### src/rtl/uart_sys_ctrl.sv
// System-side UART command responder: parses write/read frames from the UART
// receiver, drives the register file, and returns read data or an error byte.
module uart_sys_ctrl #(
    parameter int                    DATA_WIDTH = 8,
    parameter int                    ADDR_WIDTH = 4,
    parameter int                    RD_TIMEOUT = 15,
    parameter logic [DATA_WIDTH-1:0] WR_CMD     = 8'hAA,
    parameter logic [DATA_WIDTH-1:0] RD_CMD     = 8'hBB,
    parameter logic [DATA_WIDTH-1:0] ERR_BYTE   = 8'hEE
) (
    input  logic                  CLK,
    input  logic                  RST,
    input  logic [DATA_WIDTH-1:0] RX_P_DATA,
    input  logic                  RX_D_VLD,
    input  logic                  TX_BUSY,
    input  logic [DATA_WIDTH-1:0] RF_RD_DATA,
    input  logic                  RF_RD_DATA_VLD,
    output logic [ADDR_WIDTH-1:0] RF_ADDR,
    output logic [DATA_WIDTH-1:0] RF_WR_DATA,
    output logic                  RF_WR_EN,
    output logic                  RF_RD_EN,
    output logic [DATA_WIDTH-1:0] TX_P_DATA,
    output logic                  TX_D_VLD
);

    localparam int              CNT_W    = $clog2(RD_TIMEOUT + 1);
    // Last wait cycle: the counter reaches RD_TIMEOUT when leaving it
    localparam logic [CNT_W-1:0] CNT_LAST = CNT_W'(RD_TIMEOUT - 1);

    typedef enum logic [2:0] {
        IDLE    = 3'd0,
        WR_ADDR = 3'd1,
        WR_DATA = 3'd2,
        RD_ADDR = 3'd3,
        RD_WAIT = 3'd4,
        TX_SEND = 3'd5
    } state_t;

    state_t                state_r,      state_s;
    logic [CNT_W-1:0]      cnt_r,        cnt_s;
    logic [ADDR_WIDTH-1:0] rf_addr_r,    rf_addr_s;
    logic [DATA_WIDTH-1:0] rf_wr_data_r, rf_wr_data_s;
    logic                  rf_wr_en_r,   rf_wr_en_s;
    logic                  rf_rd_en_r,   rf_rd_en_s;
    logic [DATA_WIDTH-1:0] tx_p_data_r,  tx_p_data_s;
    logic                  tx_d_vld_r,   tx_d_vld_s;

    // Next-state and next-output decode; strobes default low, data holds
    always_comb begin
        state_s      = state_r;
        cnt_s        = cnt_r;
        rf_addr_s    = rf_addr_r;
        rf_wr_data_s = rf_wr_data_r;
        rf_wr_en_s   = 1'b0;
        rf_rd_en_s   = 1'b0;
        tx_p_data_s  = tx_p_data_r;
        tx_d_vld_s   = 1'b0;
        case (state_r)
            IDLE: begin
                if (RX_D_VLD && (RX_P_DATA == WR_CMD)) begin
                    state_s = WR_ADDR;
                end else if (RX_D_VLD && (RX_P_DATA == RD_CMD)) begin
                    state_s = RD_ADDR;
                end else begin
                    state_s = IDLE;
                end
            end
            WR_ADDR: begin
                if (RX_D_VLD) begin
                    rf_addr_s = RX_P_DATA[ADDR_WIDTH-1:0];
                    state_s   = WR_DATA;
                end else begin
                    state_s   = WR_ADDR;
                end
            end
            WR_DATA: begin
                if (RX_D_VLD) begin
                    rf_wr_data_s = RX_P_DATA;
                    rf_wr_en_s   = 1'b1;
                    state_s      = IDLE;
                end else begin
                    state_s      = WR_DATA;
                end
            end
            RD_ADDR: begin
                if (RX_D_VLD) begin
                    rf_addr_s  = RX_P_DATA[ADDR_WIDTH-1:0];
                    rf_rd_en_s = 1'b1;
                    cnt_s      = {CNT_W{1'b0}};
                    state_s    = RD_WAIT;
                end else begin
                    state_s    = RD_ADDR;
                end
            end
            RD_WAIT: begin
                // Returned data takes priority over an expiring timeout
                if (RF_RD_DATA_VLD) begin
                    tx_p_data_s = RF_RD_DATA;
                    state_s     = TX_SEND;
                end else if (cnt_r == CNT_LAST) begin
                    cnt_s       = cnt_r + CNT_W'(1);
                    tx_p_data_s = ERR_BYTE;
                    state_s     = TX_SEND;
                end else begin
                    cnt_s       = cnt_r + CNT_W'(1);
                    state_s     = RD_WAIT;
                end
            end
            TX_SEND: begin
                if (!TX_BUSY) begin
                    tx_d_vld_s = 1'b1;
                    state_s    = IDLE;
                end else begin
                    state_s    = TX_SEND;
                end
            end
            default: begin
                state_s = IDLE;
            end
        endcase
    end

    // State, timeout counter and registered outputs
    always_ff @(posedge CLK or negedge RST) begin
        if (!RST) begin
            state_r      <= IDLE;
            cnt_r        <= {CNT_W{1'b0}};
            rf_addr_r    <= {ADDR_WIDTH{1'b0}};
            rf_wr_data_r <= {DATA_WIDTH{1'b0}};
            rf_wr_en_r   <= 1'b0;
            rf_rd_en_r   <= 1'b0;
            tx_p_data_r  <= {DATA_WIDTH{1'b0}};
            tx_d_vld_r   <= 1'b0;
        end else begin
            state_r      <= state_s;
            cnt_r        <= cnt_s;
            rf_addr_r    <= rf_addr_s;
            rf_wr_data_r <= rf_wr_data_s;
            rf_wr_en_r   <= rf_wr_en_s;
            rf_rd_en_r   <= rf_rd_en_s;
            tx_p_data_r  <= tx_p_data_s;
            tx_d_vld_r   <= tx_d_vld_s;
        end
    end

    assign RF_ADDR    = rf_addr_r;
    assign RF_WR_DATA = rf_wr_data_r;
    assign RF_WR_EN   = rf_wr_en_r;
    assign RF_RD_EN   = rf_rd_en_r;
    assign TX_P_DATA  = tx_p_data_r;
    assign TX_D_VLD   = tx_d_vld_r;

endmodule

### config.mk
export PLATFORM = sky130hd
export DESIGN_NAME = uart_sys_ctrl
export DESIGN_NICKNAME = d
export VERILOG_FILES = /design/src/rtl/uart_sys_ctrl.sv
export SDC_FILE = /design/constraint.sdc
export NUM_CORES = 1
export LEC_CHECK = 0
export BUFFER_PORTS_ARGS = -buffer_cell sky130_fd_sc_hd__buf_2
export CAP_MARGIN = 20
export CORE_MARGIN = 10
export CORE_UTILIZATION = 45
export DETAILED_ROUTE_END_ITERATION = 10
export PLACE_DENSITY_LB_ADDON = 0.05
export SYNTH_ARGS = -nofsm -noshare
export SYNTH_HDL_FRONTEND = slang
export SYNTH_SLANG_ARGS = --single-unit
### constraint.sdc
create_clock -name CLK -period 4.09 [get_ports CLK]
set_input_delay 0.409 -clock CLK [delete_from_list [all_inputs] [get_ports CLK]]
set_output_delay 0.409 -clock CLK [all_outputs]
set_load 0.02 [all_outputs]
==> results of run 1 <==
## synthesized netlist by cell type (all sizes together)
library cell   n  area share
buf            2       0.010
and3           2       0.010
and2           1      0.0050
o211ai         2       0.012
mux2          13        0.12
or3            1      0.0050
o31ai          1      0.0060
a32o           2       0.016
nand3          3       0.012
nand3b         1      0.0060
nand2          4       0.012
nor3b          2       0.012
nor2           1      0.0030
and4bb         1       0.010
nor2b          2       0.010
xor2           1      0.0070
a21oi          1      0.0040
or4b           1      0.0080
and3b          1      0.0070
dfrtp         30        0.60
o21a           1      0.0060
inv            4       0.012
o21ai          6       0.024
clkbuf         1      0.0040
nand4          1      0.0050
o22ai          1      0.0050
o22a           6       0.042
nand4b         1      0.0070
ha             2       0.020
## power breakdown
| part | internal (uW) | total [uW] | switching (uW) | leakage (uW) |
|---|---|---|---|---|
| Combinational | 185 | 422 | 237 | 0.000355 |
| Sequential | 412 | 484 | 71.6 | 0.000379 |
| Clock | 83.2 | 182 | 99.2 | 0.0000353 |
| Total | 680 | 1090 | 408 | 0.000769 |
## critical path, stage by stage, from the launching register on
cell and delay (ns):
dfrtp_1 0.46, or4b_1 0.67, or3_1 0.41, a21oi_1 0.16
## final cells by class
cell class / count / area, um2
repair buffers: 43 / 215
clock inverters: 1 / 5.00
flip-flops and latches: 30 / 751
fillers: 255 / 1170
multi-input cells: 58 / 464
inverters: 4 / 15.0
clock buffers: 7 / 55.1
well taps: 31 / 38.8
## per-layer routing
layer	track usage	routed length, um	vias up
li1	-	-	444
met1	0.107	1080	466
met2	0.200	1420	29
met3	0.0558	249	7
met4	0.0633	57	0
met5	0	0	-
## state kept, by name, indices dropped and copies added (netlist names)
| signal | count |
|---|---|
| RF_ADDR | 4 |
| RF_RD_EN | 1 |
| RF_WR_DATA | 8 |
| RF_WR_EN | 1 |
| TX_D_VLD | 1 |
| TX_P_DATA | 8 |
| cnt_r | 4 |
| state_r | 3 |
## cell usage in the layout, fill, tap and decap left out
cell      count
a21oi_1       1
a32o_1        2
and2_1        1
and3_1        2
and3b_1       1
and4bb_2      1
buf_2        43
clkbuf_1      1
clkbuf_4      5
clkbuf_8      1
clkinv_2      1
dfrtp_1      30
ha_1          2
inv_1         4
mux2_2       13
nand2_1       4
nand3_1       3
nand3b_1      1
nand4_1       1
nand4b_1      1
nor2_1        1
nor2b_1       2
nor3b_1       2
o211ai_1      2
o21a_1        1
o21ai_0       6
o22a_1        6
o22ai_1       1
o31ai_1       1
or3_1         1
or4b_1        1
xor2_1        1
## final timing paths
kind,start,end,slack [ns],cells past startpoint
hold reg to reg,TX_P_DATA[0],TX_P_DATA[0],0.50,1
setup / recovery,state_r[1],cnt_r[3],2.32,3
hold / removal,RST,state_r[0],0.10,1
setup reg to reg,state_r[1],cnt_r[3],2.32,3
max in group asynchronous,RST,RF_ADDR[3],3.56,1
min in group CLK,RF_RD_DATA[7],TX_P_DATA[7],0.29,2
## metrics by stage
stage	util	power (uW)	worst slack [ns]	area, um2	instances
CTS	0.570	1110	2.34	1540	174
floorplan	-	768	2.49	1250	95
finish	0.570	1090	2.32	1540	174
detailed placement	0.548	924	2.32	1480	166
global route	0.570	1160	2.24	1540	174
global placement	0.548	908	2.38	1480	166
## logic make-up after synthesis
group | share of synthesized area
XOR/XNOR | 0.00702
multiplexers | 0.117
AND/OR/NAND/NOR | 0.112
adder cells (fa/ha/maj) | 0.0201
flip-flops | 0.602
buffers and inverters | 0.0261
AO/OA/AOI/OAI | 0.115
==> flow_summary.toml, run 1 <==
[grt]
track_usage = 0.115
grt_pass1_vias = 1046
grt_max_degree = 31
antenna_found_initial = 0
gr-total-overflow = 0
grt_first_pass_wirelength_um = 4740

[logic_synthesis]
synth_area_um2 = 1250
syn_nets = 118
synth_seq_area_share = 0.602
yosys_warnings = 0
synth-seq-cells = 30
synth.distinct_cells = 30
syn_avg_cell_area_um2 = 13.1
netlist_instances = 95

[cts]
clk-insertion-delay-late_ns = 0.33
cts_setup_buffers = 0
clock_path_buffers = 2
hold_buffers = 0
path_clk_slew_ns = 0.10
htreeDepth = 2
cts_resized = 0
cts_buffers = 5
cts_root_buffer = "clkbuf_4"
cts_tree = "done"
cts.sink_count = 30

[pwr]
powerDensity_nw_per_um2 = 705
p_leak_uw = 0.000769
peakVddDrop_mv = 0.505

[timing]
hold_viol_final = 0
maxSlewViolCount = 0
hold_slack_ns = 0.100
fin_crit_sh = 0.432
worst_pin_slew_ns = 0.654
clock_skew_ns = 0.00941
period_needed_ns = 1.77
setup_viol = 0
rsz0062_at_grt = "no"
fin_setup_tns_ns = 0
timing.slew.headroom = 0.564
fmax_mhz = 566

[worst_setup_path]
crit_required_ns = 4.35
worstPathMaxFanout = 8
critPathKind = "register to register"
critPathCaptureType = "register"
start_kind = "register"
arrival_ns = 2.02

[cells_and_area]
syn_to_final_growth_pct = 23.8
diodes = 0
final_nets = 165
drive_above_1_share = 0.448

[route]
first_iter_violations = 47
viasPerCell = 5.44
dr_total_vias = 946
post-route-drc-count = 0
wl_per_cell_um = 16.2
routed_wl_um = 2810
drtAntennaViolNets = 0
drt_first_pass_iters = 4

[placement]
dp_hpwl_um = 2170
gp_congestion = 0.682
io_buffers = 43

[outcome]
status = "complete, no violations"

[floorplanning]
core_region_area_um2 = 2710
start_util = 0.460
die_w_um = 72.7
rows = 19
ios = 44
die_y_um = 72.7
dieArea_um2 = 5280

[flow_run]
drv_cap = 0

[hold_path]
min_path_type = "input pin to async pin"
No activity file was read; power rests on OpenSTA's default activity.
==> run 2: changes to the inputs <==
==> constraint.sdc (replaced) <==
create_clock -name CLK -period 1.7 [get_ports CLK]
set_input_delay 0.17 -clock CLK [delete_from_list [all_inputs] [get_ports CLK]]
set_output_delay 0.17 -clock CLK [all_outputs]
set_load 0.02 [all_outputs]
==> flow_summary.toml, run 2 (synthesis results as in run 1) <==
[outcome]
status = "complete, no violations"

[grt]
gr-total-overflow = 0
grt_max_degree = 31
antenna_found_initial = 0
grt_first_pass_wirelength_um = 4710
grt_pass1_vias = 1039
track_usage = 0.116

[route]
routed_wl_um = 2720
first_iter_violations = 38
dr_total_vias = 962
drt_first_pass_iters = 4
wl_per_cell_um = 15.3
post-route-drc-count = 0
viasPerCell = 5.40
drtAntennaViolNets = 0

[floorplanning]
ios = 44
start_util = 0.460
die_y_um = 72.7
core_region_area_um2 = 2710
dieArea_um2 = 5280
die_w_um = 72.7
rows = 19

[worst_setup_path]
cp_cell_sequence = "or4b_1 > or3_1 > a21oi_1"
cp_top_family = "simple AND/OR/NAND/NOR gates"
crit_required_ns = 1.94
cp_num_buf_inv = 0
critPathKind = "register to register"
critPathCaptureType = "register"
r2r_slack_ns = 0.1
cpPeakStageDelay_ns = 0.58
start_kind = "register"
worstPathMaxFanout = 7
critPathSlowestCell = "or4b_1"
arrival_ns = 1.84

[pwr]
p_int_uw = 1660
share_comb_of_total_power = 0.396
switching_share = 0.367
peakVddDrop_mv = 0.999
powerDensity_nw_per_um2 = 1660
seq_power_share = 0.442
clkPwrFrac = 0.161
p_leak_uw = 0.000789
power.switching_uw = 963

[cells_and_area]
mostFrequentLayoutCell = "buf_2"
diodes = 0
final_nets = 169
final_core_util = 0.582
final_cell_mix = "buf_2, dfrtp_1, mux2_2, o21ai_0, o22a_1"
syn_to_final_growth_pct = 26.5
drive_above_1_share = 0.463
finalNonFillerCells = 178

[timing]
fin_crit_sh = 0.942
fmax_mhz = 625
clock_skew_ns = 0.00547
worst_pin_slew_ns = 0.646
rsz0062_at_grt = "no"
setup_viol = 0
period_needed_ns = 1.60
maxSlewViolCount = 0
timing.slew.headroom = 0.569
fin_setup_tns_ns = 0
hold_viol_final = 0
final.setup.worst_slack_ns = 0.0993

[placement]
pre_cts_ws_ns = 0.0653
gp_congestion = 0.659
dp_hpwl_um = 2150
io_buffers = 43
dp_cells = 169

[cts]
cts_root_buffer = "clkbuf_4"
cts_buffers = 5
clk-insertion-delay-late_ns = 0.32
cts_tree = "done"
htreeDepth = 2
clock_path_buffers = 2
path_clk_slew_ns = 0.09
cts_setup_buffers = 0
cts.sink_count = 30

[hold_path]
min_path_type = "input pin to register"

[flow_run]
drv_cap = 0
run 2: cell count changes in the layout (fill, tap and decap cells not counted):
cell / delta
buf_4: +3
and2_1: -1
dlygate4sd3_1: +1
and2_2: +1
run 2: area by class of cell:
cell class	count	area, um2
Fill cell	249	1130
Sequential cell	30	751
Multi-Input combinational cell	58	465
Timing Repair Buffer	47	248
Clock buffer	7	55.1
Tap cell	31	38.8
Inverter	4	15.0
Clock inverter	1	5.00
run 2: power by group through the flow:
stage          clock network, uW  logic [uW]  registers, uW
3_5_place_dp                   0        1060           1180
6_report                     423        1040           1160
3_3_place_gp                   0        1040           1160
5_1_grt                      492        1140           1210
4_1_cts                      449        1070           1160
2_1_floorplan                  0         403           1440
run 2: timing repair:
action / CTS / global route
endpoints found under the setup margin: 0 / 8
hold buffers: 1 / 0
endpoints found under the hold margin: 30 / 0
resized for setup: 0 / 1
run 2: routing by layer:
layer | vias to the layer above | track usage | part of all wire
met5 | - | 0 | 0
met4 | 0 | 0.0570 | 0.0099
met3 | 2 | 0.0789 | 0.098
met2 | 34 | 0.187 | 0.51
met1 | 469 | 0.110 | 0.38
li1 | 457 | - | -
run 2: worst paths after layout:
kind                                     from            to  cells after the start
worst max-delay path               state_r[1]      cnt_r[3]                      3
worst min-delay path            RF_RD_DATA[7]  TX_P_DATA[7]                      2
worst max register to register     state_r[1]      cnt_r[3]                      3
worst min register to register   TX_P_DATA[0]  TX_P_DATA[0]                      1
max in group asynchronous                 RST      cnt_r[0]                      2
min in group asynchronous                 RST    state_r[0]                      2
run 2: through the flow:
step | power (uW) | instance area, um2 | hold WS, ns
3_3_place_gp | 2210 | 1510 | 0.235
4_1_cts | 2680 | 1580 | 0.0432
3_5_place_dp | 2240 | 1510 | 0.237
2_1_floorplan | 1850 | 1250 | -0.126
6_report | 2620 | 1580 | 0.0609
5_1_grt | 2840 | 1580 | 0.0277
run 2: worst register-to-register path: stages (launching register included):
cell,delay (ns)
dfrtp_1,0.45
or4b_1,0.58
or3_1,0.36
a21oi_1,0.15
